--- src/rtl/hazard_fwd_unit_pkg.sv ---
// Shared definitions for the forwarding/stall unit: RV32 opcode classes,
// operand-usage decode helpers and the in-flight tracker entry layout.
package hazard_fwd_unit_pkg;

    localparam logic [6:0] OPC_NOOP   = 7'b0000000;
    localparam logic [6:0] OPC_LOAD   = 7'b0000011;
    localparam logic [6:0] OPC_OP_IMM = 7'b0010011;
    localparam logic [6:0] OPC_AUIPC  = 7'b0010111;
    localparam logic [6:0] OPC_STORE  = 7'b0100011;
    localparam logic [6:0] OPC_OP     = 7'b0110011;
    localparam logic [6:0] OPC_LUI    = 7'b0110111;
    localparam logic [6:0] OPC_BRANCH = 7'b1100011;
    localparam logic [6:0] OPC_JALR   = 7'b1100111;
    localparam logic [6:0] OPC_JAL    = 7'b1101111;

    // Wide enough for any legal LOAD_LATENCY; checked at elaboration by the top.
    localparam int LAT_W = 4;

    typedef struct packed {
        logic             valid;
        logic [4:0]       rd;
        logic [LAT_W-1:0] lat;
    } trk_entry_t;

    function automatic logic has_rd(input logic [6:0] opc);
        return !(opc inside {OPC_BRANCH, OPC_STORE, OPC_NOOP});
    endfunction

    function automatic logic has_rs1(input logic [6:0] opc);
        return !(opc inside {OPC_LUI, OPC_AUIPC, OPC_JAL, OPC_NOOP});
    endfunction

    function automatic logic has_rs2(input logic [6:0] opc);
        return opc inside {OPC_OP, OPC_BRANCH, OPC_STORE};
    endfunction

    function automatic logic is_load(input logic [6:0] opc);
        return opc == OPC_LOAD;
    endfunction

endpackage

--- src/rtl/hazard_tracker.sv ---
// Shift register of in-flight destination registers; entry k was issued k
// cycles ago and its lat field counts down to the cycle its result is usable.
module hazard_tracker
    import hazard_fwd_unit_pkg::*;
#(
    parameter int NUM_STAGES = 2
) (
    input  logic                          clk,
    input  logic                          rst,
    input  logic                          hold,
    input  logic                          ins_valid,
    input  logic [4:0]                    ins_rd,
    input  logic [LAT_W-1:0]              ins_lat,
    output trk_entry_t [NUM_STAGES:1]     entries
);

    // NOTE: sequential state uses non-blocking assignments so every entry
    // shifts from its pre-edge neighbour, never from a value updated this edge.
    always_ff @(posedge clk) begin
        if (rst) begin
            entries <= '0;
        end else if (!hold) begin
            entries[1] <= '{valid: ins_valid,
                            rd:    ins_valid ? ins_rd  : 5'd0,
                            lat:   ins_valid ? ins_lat : '0};
            for (int k = 2; k <= NUM_STAGES; k++) begin
                entries[k] <= '{valid: entries[k-1].valid,
                                rd:    entries[k-1].rd,
                                lat:   (entries[k-1].lat != '0) ? entries[k-1].lat - 1'b1 : '0};
            end
        end
    end

endmodule

--- src/rtl/hazard_fwd_unit.sv ---
// Decode-side hazard unit: per-source forward selects, load-use stall request
// and a saturating stall-cycle counter, driven by an in-flight rd tracker.
module hazard_fwd_unit
    import hazard_fwd_unit_pkg::*;
#(
    parameter int NUM_STAGES   = 2,
    parameter int LOAD_LATENCY = 1,
    parameter int CNT_W        = 32,
    parameter int SEL_W        = $clog2(NUM_STAGES + 1)
) (
    input  logic             clk,
    input  logic             rst,
    input  logic [31:0]      inst_d,
    input  logic             inst_d_valid,
    input  logic             pipe_hold,
    input  logic             flush,
    output logic             stall,
    output logic [SEL_W-1:0] fwd_sel_rs1,
    output logic [SEL_W-1:0] fwd_sel_rs2,
    output logic [CNT_W-1:0] stall_count
);

    if (LOAD_LATENCY >= NUM_STAGES || LOAD_LATENCY >= 2**LAT_W) begin : g_bad_cfg
        $error("hazard_fwd_unit: LOAD_LATENCY must be below NUM_STAGES");
    end

    logic [6:0] opcode;
    logic [4:0] rd, rs1, rs2;
    logic       use_rs1, use_rs2;
    logic       unused_inst_bits;

    assign opcode  = inst_d[6:0];
    assign rd      = inst_d[11:7];
    assign rs1     = inst_d[19:15];
    assign rs2     = inst_d[24:20];
    assign use_rs1 = inst_d_valid && has_rs1(opcode) && (rs1 != 5'd0);
    assign use_rs2 = inst_d_valid && has_rs2(opcode) && (rs2 != 5'd0);
    assign unused_inst_bits = ^{inst_d[31:25], inst_d[14:12]};

    trk_entry_t [NUM_STAGES:1] entries;
    logic [SEL_W-1:0]          sel_rs1, sel_rs2;
    logic                      busy_rs1, busy_rs2, stall_raw;
    logic                      flush_pend, squash, ins_valid;

    // Scan oldest to youngest so the youngest matching producer is left standing.
    always_comb begin
        sel_rs1  = '0;
        sel_rs2  = '0;
        busy_rs1 = 1'b0;
        busy_rs2 = 1'b0;
        for (int k = NUM_STAGES; k >= 1; k--) begin
            if (use_rs1 && entries[k].valid && entries[k].rd == rs1) begin
                sel_rs1  = SEL_W'(k);
                busy_rs1 = (entries[k].lat != '0);
            end
            if (use_rs2 && entries[k].valid && entries[k].rd == rs2) begin
                sel_rs2  = SEL_W'(k);
                busy_rs2 = (entries[k].lat != '0);
            end
        end
    end

    assign stall_raw   = busy_rs1 || busy_rs2;
    assign stall       = !rst && stall_raw;
    assign fwd_sel_rs1 = rst ? '0 : sel_rs1;
    assign fwd_sel_rs2 = rst ? '0 : sel_rs2;

    // A flush seen during a hold is remembered and applied on release.
    assign squash    = (flush || flush_pend) && !pipe_hold;
    assign ins_valid = inst_d_valid && has_rd(opcode) && (rd != 5'd0) && !stall_raw && !squash;

    always_ff @(posedge clk) begin
        if (rst) begin
            flush_pend  <= 1'b0;
            stall_count <= '0;
        end else begin
            flush_pend <= pipe_hold && (flush_pend || flush);
            if (stall_raw && !pipe_hold && stall_count != '1) begin
                stall_count <= stall_count + 1'b1;
            end
        end
    end

    hazard_tracker #(
        .NUM_STAGES (NUM_STAGES)
    ) u_tracker (
        .clk       (clk),
        .rst       (rst),
        .hold      (pipe_hold),
        .ins_valid (ins_valid),
        .ins_rd    (rd),
        .ins_lat   (is_load(opcode) ? LAT_W'(LOAD_LATENCY) : '0),
        .entries   (entries)
    );

endmodule

--- config.mk ---
export PLATFORM = sky130hd
export DESIGN_NAME = hazard_fwd_unit
export DESIGN_NICKNAME = d
export VERILOG_FILES = /design/src/rtl/hazard_fwd_unit_pkg.sv /design/src/rtl/hazard_tracker.sv /design/src/rtl/hazard_fwd_unit.sv
export SDC_FILE = /design/constraint.sdc
export NUM_CORES = 1
export LEC_CHECK = 0
export CAP_MARGIN = 20
export CORE_MARGIN = 2
export CORE_UTILIZATION = 43
export CTS_CLUSTER_SIZE = 25
export DETAILED_ROUTE_END_ITERATION = 10
export GPL_ROUTABILITY_DRIVEN = 0
export PLACE_DENSITY = 0.75
export SLEW_MARGIN = 20
export SYNTH_ARGS = -nofsm -noshare
export SYNTH_HDL_FRONTEND = slang
export SYNTH_SLANG_ARGS = --single-unit
--- constraint.sdc ---
create_clock -name clk -period 2.2 [get_ports clk]
set_clock_uncertainty 0.1 [all_clocks]
set_input_delay 0.44 -clock clk [delete_from_list [all_inputs] [get_ports clk]]
set_output_delay 0.44 -clock clk [all_outputs]
set_load 0.005 [all_outputs]
# Word-level counts from Yosys, hierarchy flattened
# Cells that the tools add are included.
dict set report classes {
  n_addsub 2
  eq_ne 12
  n_mux 14
  n_reduce_logical 38
}
# cell count
set ops {}
lappend ops {{$add A32 B1 Y32 const B} 1}
lappend ops {{$ne A32 B32 Y1 const B} 1}
lappend ops {{$eq A7 B6 Y1 const B} 3}
lappend ops {{$logic_and A1 B1 Y1} 21}
lappend ops {{$eq A5 B5 Y1} 4}
lappend ops {{$reduce_bool A5 Y1} 3}
lappend ops {{$eq A7 B7 Y1 const B} 2}
lappend ops {{$mux W2} 6}
lappend ops {{$reduce_bool A4 Y1} 3}
lappend ops {{$eq A7 B2 Y1 const B} 1}
lappend ops {{$eq A7 B5 Y1 const B} 1}
lappend ops {{$logic_not A7 Y1} 1}
lappend ops {{$logic_not A1 Y1} 6}
lappend ops {{$mux W1} 6}
lappend ops {{$reduce_bool A3 Y1} 2}
lappend ops {{$mux W5} 1}
lappend ops {{$mux W4} 1}
lappend ops {{$sub A4 B1 Y4 const B} 1}
lappend ops {{$logic_or A1 B1 Y1} 2}
dict set report totals {
  ff_bits 53
  inputBits 37
  out_inout_bits 37
  elab_cells 74
}

# Depth between registers and ports, before layout
dict set report logic_depth {
  ltp_word 14
  depth_mapped 9
  depth_no_buf 7
}

# Cells and area by module
# A second synthesis with hierarchy kept.
dict set report hier_totals {
  cells_unflattened 353
  hier_area_um2 3026.7
}
# mod n_inst cells_per_inst area_each_um2 seq_area_each_um2
set by_module_without_submodules {}
lappend by_module_without_submodules {hazard_fwd_unit 1 278 2303.5 660.6}
lappend by_module_without_submodules {hazard_tracker 1 75 723.2 400.4}

# Least setup slack after synthesis
# No wires, ideal clock.
dict set report synth_path {
  kind {input port to flip-flop}
  startpoint {in inst_d[2]}
  endpoint {reg stall_count[28]}
  setup_time_ps 71
  arrival_time_ps 2115
  required_ps 2029
  setup_slack_ps -85
  path_stages 9
  n_path_buf 2
  path_cell_list {and4bb_2 -> nand2_1 -> nor3_1 -> o2bb2a_4 -> buf_6 -> nand4b_4 -> buf_6 -> or3_1 -> a21oi_1}
}
dict set report synth_via {
  elab_chain_len 12
  elab_cells_between_ends 29
  classes_between {eq/ne (6); mux (4); reduce/logical (19)}
}
# element line_no
set synth_lines {}
lappend synth_lines {{start: declaration} hazard_fwd_unit.sv:13} ;# input logic [31:0] inst_d,
lappend synth_lines {{$eq A7 B6 Y1, or another cell as far along} hazard_fwd_unit_pkg.sv:30} ;# return !(opc inside {OPC_LUI, OPC_AUIPC, OPC_JAL, OPC_NOOP});
lappend synth_lines {{$reduce_bool A4 Y1} hazard_fwd_unit_pkg.sv:30}
lappend synth_lines {{$logic_not A1 Y1} hazard_fwd_unit_pkg.sv:30}
lappend synth_lines {{$logic_and A1 B1 Y1 (2 in series)} hazard_fwd_unit.sv:36} ;# assign use_rs1 = inst_d_valid && has_rs1(opcode) && (rs1 != 5'd0);
lappend synth_lines {{$logic_and A1 B1 Y1 (2 in series)} hazard_fwd_unit.sv:52} ;# if (use_rs1 && entries[k].valid && entries[k].rd == rs1) begin
lappend synth_lines {{$mux W1 (2 in series)} hazard_fwd_unit.sv:52}
lappend synth_lines {{$logic_or A1 B1 Y1 (*)} hazard_fwd_unit.sv:63} ;# assign stall_raw = busy_rs1 || busy_rs2;
lappend synth_lines {{$logic_and A1 B1 Y1 (*) (2 in series)} hazard_fwd_unit.sv:78} ;# if (stall_raw && !pipe_hold && stall_count != '1) begin
lappend synth_lines {{end signal: assignment} hazard_fwd_unit.sv:79} ;# stall_count <= stall_count + 1'b1;
lappend synth_lines {{end: declaration} hazard_fwd_unit.sv:20} ;# output logic [CNT_W-1:0] stall_count
# Mark *: on every way between the ends. The rest lies on a longest branch, timed or not.
# A chain may end at the register's enable or synchronous reset.

# Worst setup path after layout
dict set report layout_path {
  startpoint {reg u_tracker.entries[8] (netlist name)}
  endpoint {out stall}
}
dict set report layout_via {
  elab_chain_len 5
  elab_cells_between_ends 8
  classes_between {eq/ne (2); mux (2); reduce/logical (4)}
}
# element line_no
set layout_lines {}
lappend layout_lines {{$eq A5 B5 Y1, on equally long branches} {hazard_fwd_unit.sv:52, hazard_fwd_unit.sv:56}}
lappend layout_lines {{$logic_and A1 B1 Y1, on equally long branches} {hazard_fwd_unit.sv:52, hazard_fwd_unit.sv:56}}
lappend layout_lines {{$mux W1, on equally long branches} {hazard_fwd_unit.sv:52, hazard_fwd_unit.sv:56}}
lappend layout_lines {{$logic_or A1 B1 Y1 (*)} hazard_fwd_unit.sv:63}
lappend layout_lines {{$logic_and A1 B1 Y1 (*)} hazard_fwd_unit.sv:64} ;# assign stall = !rst && stall_raw;
lappend layout_lines {{end: declaration} hazard_fwd_unit.sv:17} ;# output logic stall,
# Marks and branches as above.

==> results.txt <==
Max_cap viols: 0
Antenna Nets Post-Route: 0
Wire per inst: 16.3 µm
Setup crit start kind: register
Antenna violations before repair: 0
Vias in the first global route: 2657
#FFs+latches synth: 46
Fmax: 406 MHz
Cells on Worst Hold Path: 1
Relative slew slack: 77.1%
Ys flop type: dfxtp_1
Min-Delay Path Class: register to register
RSZ-0062 raised after global routing: true
Max FO, Critical Path: 3
Most frequent cell after synthesis: dfxtp_1
Rows: 27
Post-Synth Adder-Cell Area: 0.504%
Comb power frac: 10.8%
Switching power: 393 µW
Final hold violations: 0
Ant diodes: 0
Tcrit/Tclk final: 112%
Top post-synthesis cells by count: dfxtp_1, nor2_1, xnor2_1
Power Total: 1.61 mW
CP Data Required Time: 1.66 ns
Total CTS buffers: 5
Hold_buf cts: 0
WHS: 0.368 ns
Seq/Total Area, Yosys: 37.1%
Int Power: 1.22 mW
# DRC: 0
Post-synthesis simple-gate area fraction: 32.4%
Width of the die: 80.0 µm
Synth cell types: 49
Mean post-synth cell area: 8.63 µm²
Slew Viols, Final: 0
Worst slew pin tran: 0.342 ns
PwrDens: 393 mW/mm²
DR pass1 iterations: 4
Crit end category: output pin
DRT iter0 DRCs: 107
Core Util, Final: 73.9%
Worst Reg-to-Reg Cells: 10
Global route overflow: 0
Vias per cell: 5.43
Synth area leader: dfxtp_1
Worst setup path category: register to output pin
Clock network power share: 36.9%
Syn Nets: 326
Largest net degree at the start of global routing: 24
Post-synth EDFFs: 0
Post-Layout Inst Area: 0.00410 mm²
Reg2reg start: u_tracker.entries[8]
Initial Util: 44.9%
Sw Share: 24.4%
Compound-Gate Fraction of Synth Area: 11.0%
Synth warnings: 0
CTS Buffer Depth: 2
Nets: 457
Storage element area: 933 µm²
Final worst setup slack: -0.261 ns
H-tree Lvls: 2
CTS root buf: clkbuf_8
Ports: 74
Multiplexer share of the synthesized area: 2.87%
Hold path start: flush_pend
Multi-input logic area: 0.00181 mm²
Die Area: 0.00640 mm²
Area delta synth->final: 64.8%
Reg power frac: 52.2%
PortBufs: 63
Cell Area, Synth: 0.00248 mm²
Arr. time, crit path: 1.92 ns
Post-synth ARST share: 0%
Hold Path Sink: flush_pend
Main combinational cell family by area after synthesis: simple AND/OR/NAND/NOR gates
Endpoints failing setup: 33
Min cycle time layout: 2.46 ns
Leakage power: 1.69 nW
Share of cells above drive strength 1: 38.1%
Status: complete, but fails checks
Core ar.: 0.00554 mm²
Top cell type's share of synthesized area: 37.1%
Synth Instances: 288
WL final: 8010 µm
Max rail drop VDD: 0.000314 V
DP HPWL: 4870 µm
FF-to-FF End: stall_count[28]
Die Ht: 80.0 µm
Via Count: 2673
Failing checks: negative setup slack
Clk sink count: 46
CTS tree: done
Area contributors post-synth: dfxtp_1, xnor2_1, nor2_1
Worst-skew pair later-pin latency: 0.31 ns
Clk pin slew, worst setup/hold paths: 0.08 ns
Global-route wire length before repair: 12600 µm
Register-to-register setup slack: -0.17 ns
All-layer global routing usage: 25.1%
Xor/xnor share of the synthesized area: 13.0%
Critical path origin: u_tracker.entries[8]
Placement Cell Area: 0.00356 mm²
Fill count: 407
## state kept, by name (all words and copies together) (netlist names)
signal	count
u_tracker.entries	13
stall_count	32
flush_pend	1
## routing by layer
| layer | GRT usage, % | vias up | routed length [µm] |
|---|---|---|---|
| met1 | 31.2 | 1290 | 3470 |
| met2 | 42.3 | 74 | 4070 |
| met5 | 0 | - | 0 |
| met3 | 4.41 | 21 | 262 |
| li1 | - | 1288 | - |
| met4 | 10.8 | 0 | 210 |
## timing repair
action | CTS | global route
pin swaps | 52 | 19
buffers inserted | 19 | 4
cloned | 1 | 0
resized for setup | 118 | 53
endpoints found under the setup margin | 44 | 43
## through the flow
stage          setup WS [ns]  setup TNS (ns)  cells
2_1_floorplan        -0.0116         -0.0795    288
5_1_grt               -0.314           -4.62    492
4_1_cts               -0.345           -4.59    491
3_5_place_dp          -0.916          -27.16    465
6_report              -0.261           -2.33    492
3_3_place_gp          -0.878          -24.86    465
## worst max-delay path by stage
stage                      end  slack, ns  cells past startpoint
3_3_place_gp             stall      -0.88                      8
2_1_floorplan  stall_count[24]      -0.01                      8
6_report                 stall      -0.26                      8
3_5_place_dp             stall      -0.92                      8
5_1_grt                  stall      -0.31                      8
4_1_cts                  stall      -0.35                      8
## final cells by class
| class | count | area share, % |
|---|---|---|
| multi-input combinational | 227 | 44.3 |
| timing repair buffer | 136 | 27.9 |
| sequential | 46 | 22.8 |
| clock buffer | 7 | 2.35 |
| tap | 72 | 2.20 |
| inverter | 3 | 0.275 |
| clock inverter | 1 | 0.214 |
## worst max-delay path, stage by stage (launching register included)
cell and delay, ns:
dfxtp_4 0.37, xor2_2 0.15, nor4_2 0.26, nand3_1 0.13, buf_4 0.16, o2bb2a_4 0.20
nor2b_4 0.11, nor2b_4 0.14, buf_2 0.11
## cell families (layout without fill, tap and decap cells)
kind of cell | Yosys count | after routing
simple gates | 139 | 140
flops | 46 | 46
compound gates | 42 | 42
xor+xnor | 37 | 37
buf+inv | 16 | 147
mux | 7 | 7
fa+ha+maj | 1 | 1
## power by group through the flow
stage                     Clock, mW  Sequential, mW  Combinational, mW
after floorplan                   0           0.861             0.0582
after global placement            0           0.861              0.157
after detailed placement          0           0.861              0.161
after CTS                     0.603           0.841              0.164
after global routing          0.640           0.840              0.187
final                         0.594           0.840              0.174
## placed cells by master, fill, tap and decap left out, types with 7 or more instances in the layout
cell,count
buf_4,63
dfxtp_1,42
clkdlybuf4s50_1,40
nor2_1,30
xnor2_1,22
nand2_1,14
nand4_1,11
a21oi_1,11
buf_6,10
nand3_1,9
or3_1,9
buf_2,9
nor3_4,8
clkbuf_2,8
o21ai_1,7
clkbuf_8,7
No activity file was read; power rests on OpenSTA's default activity.
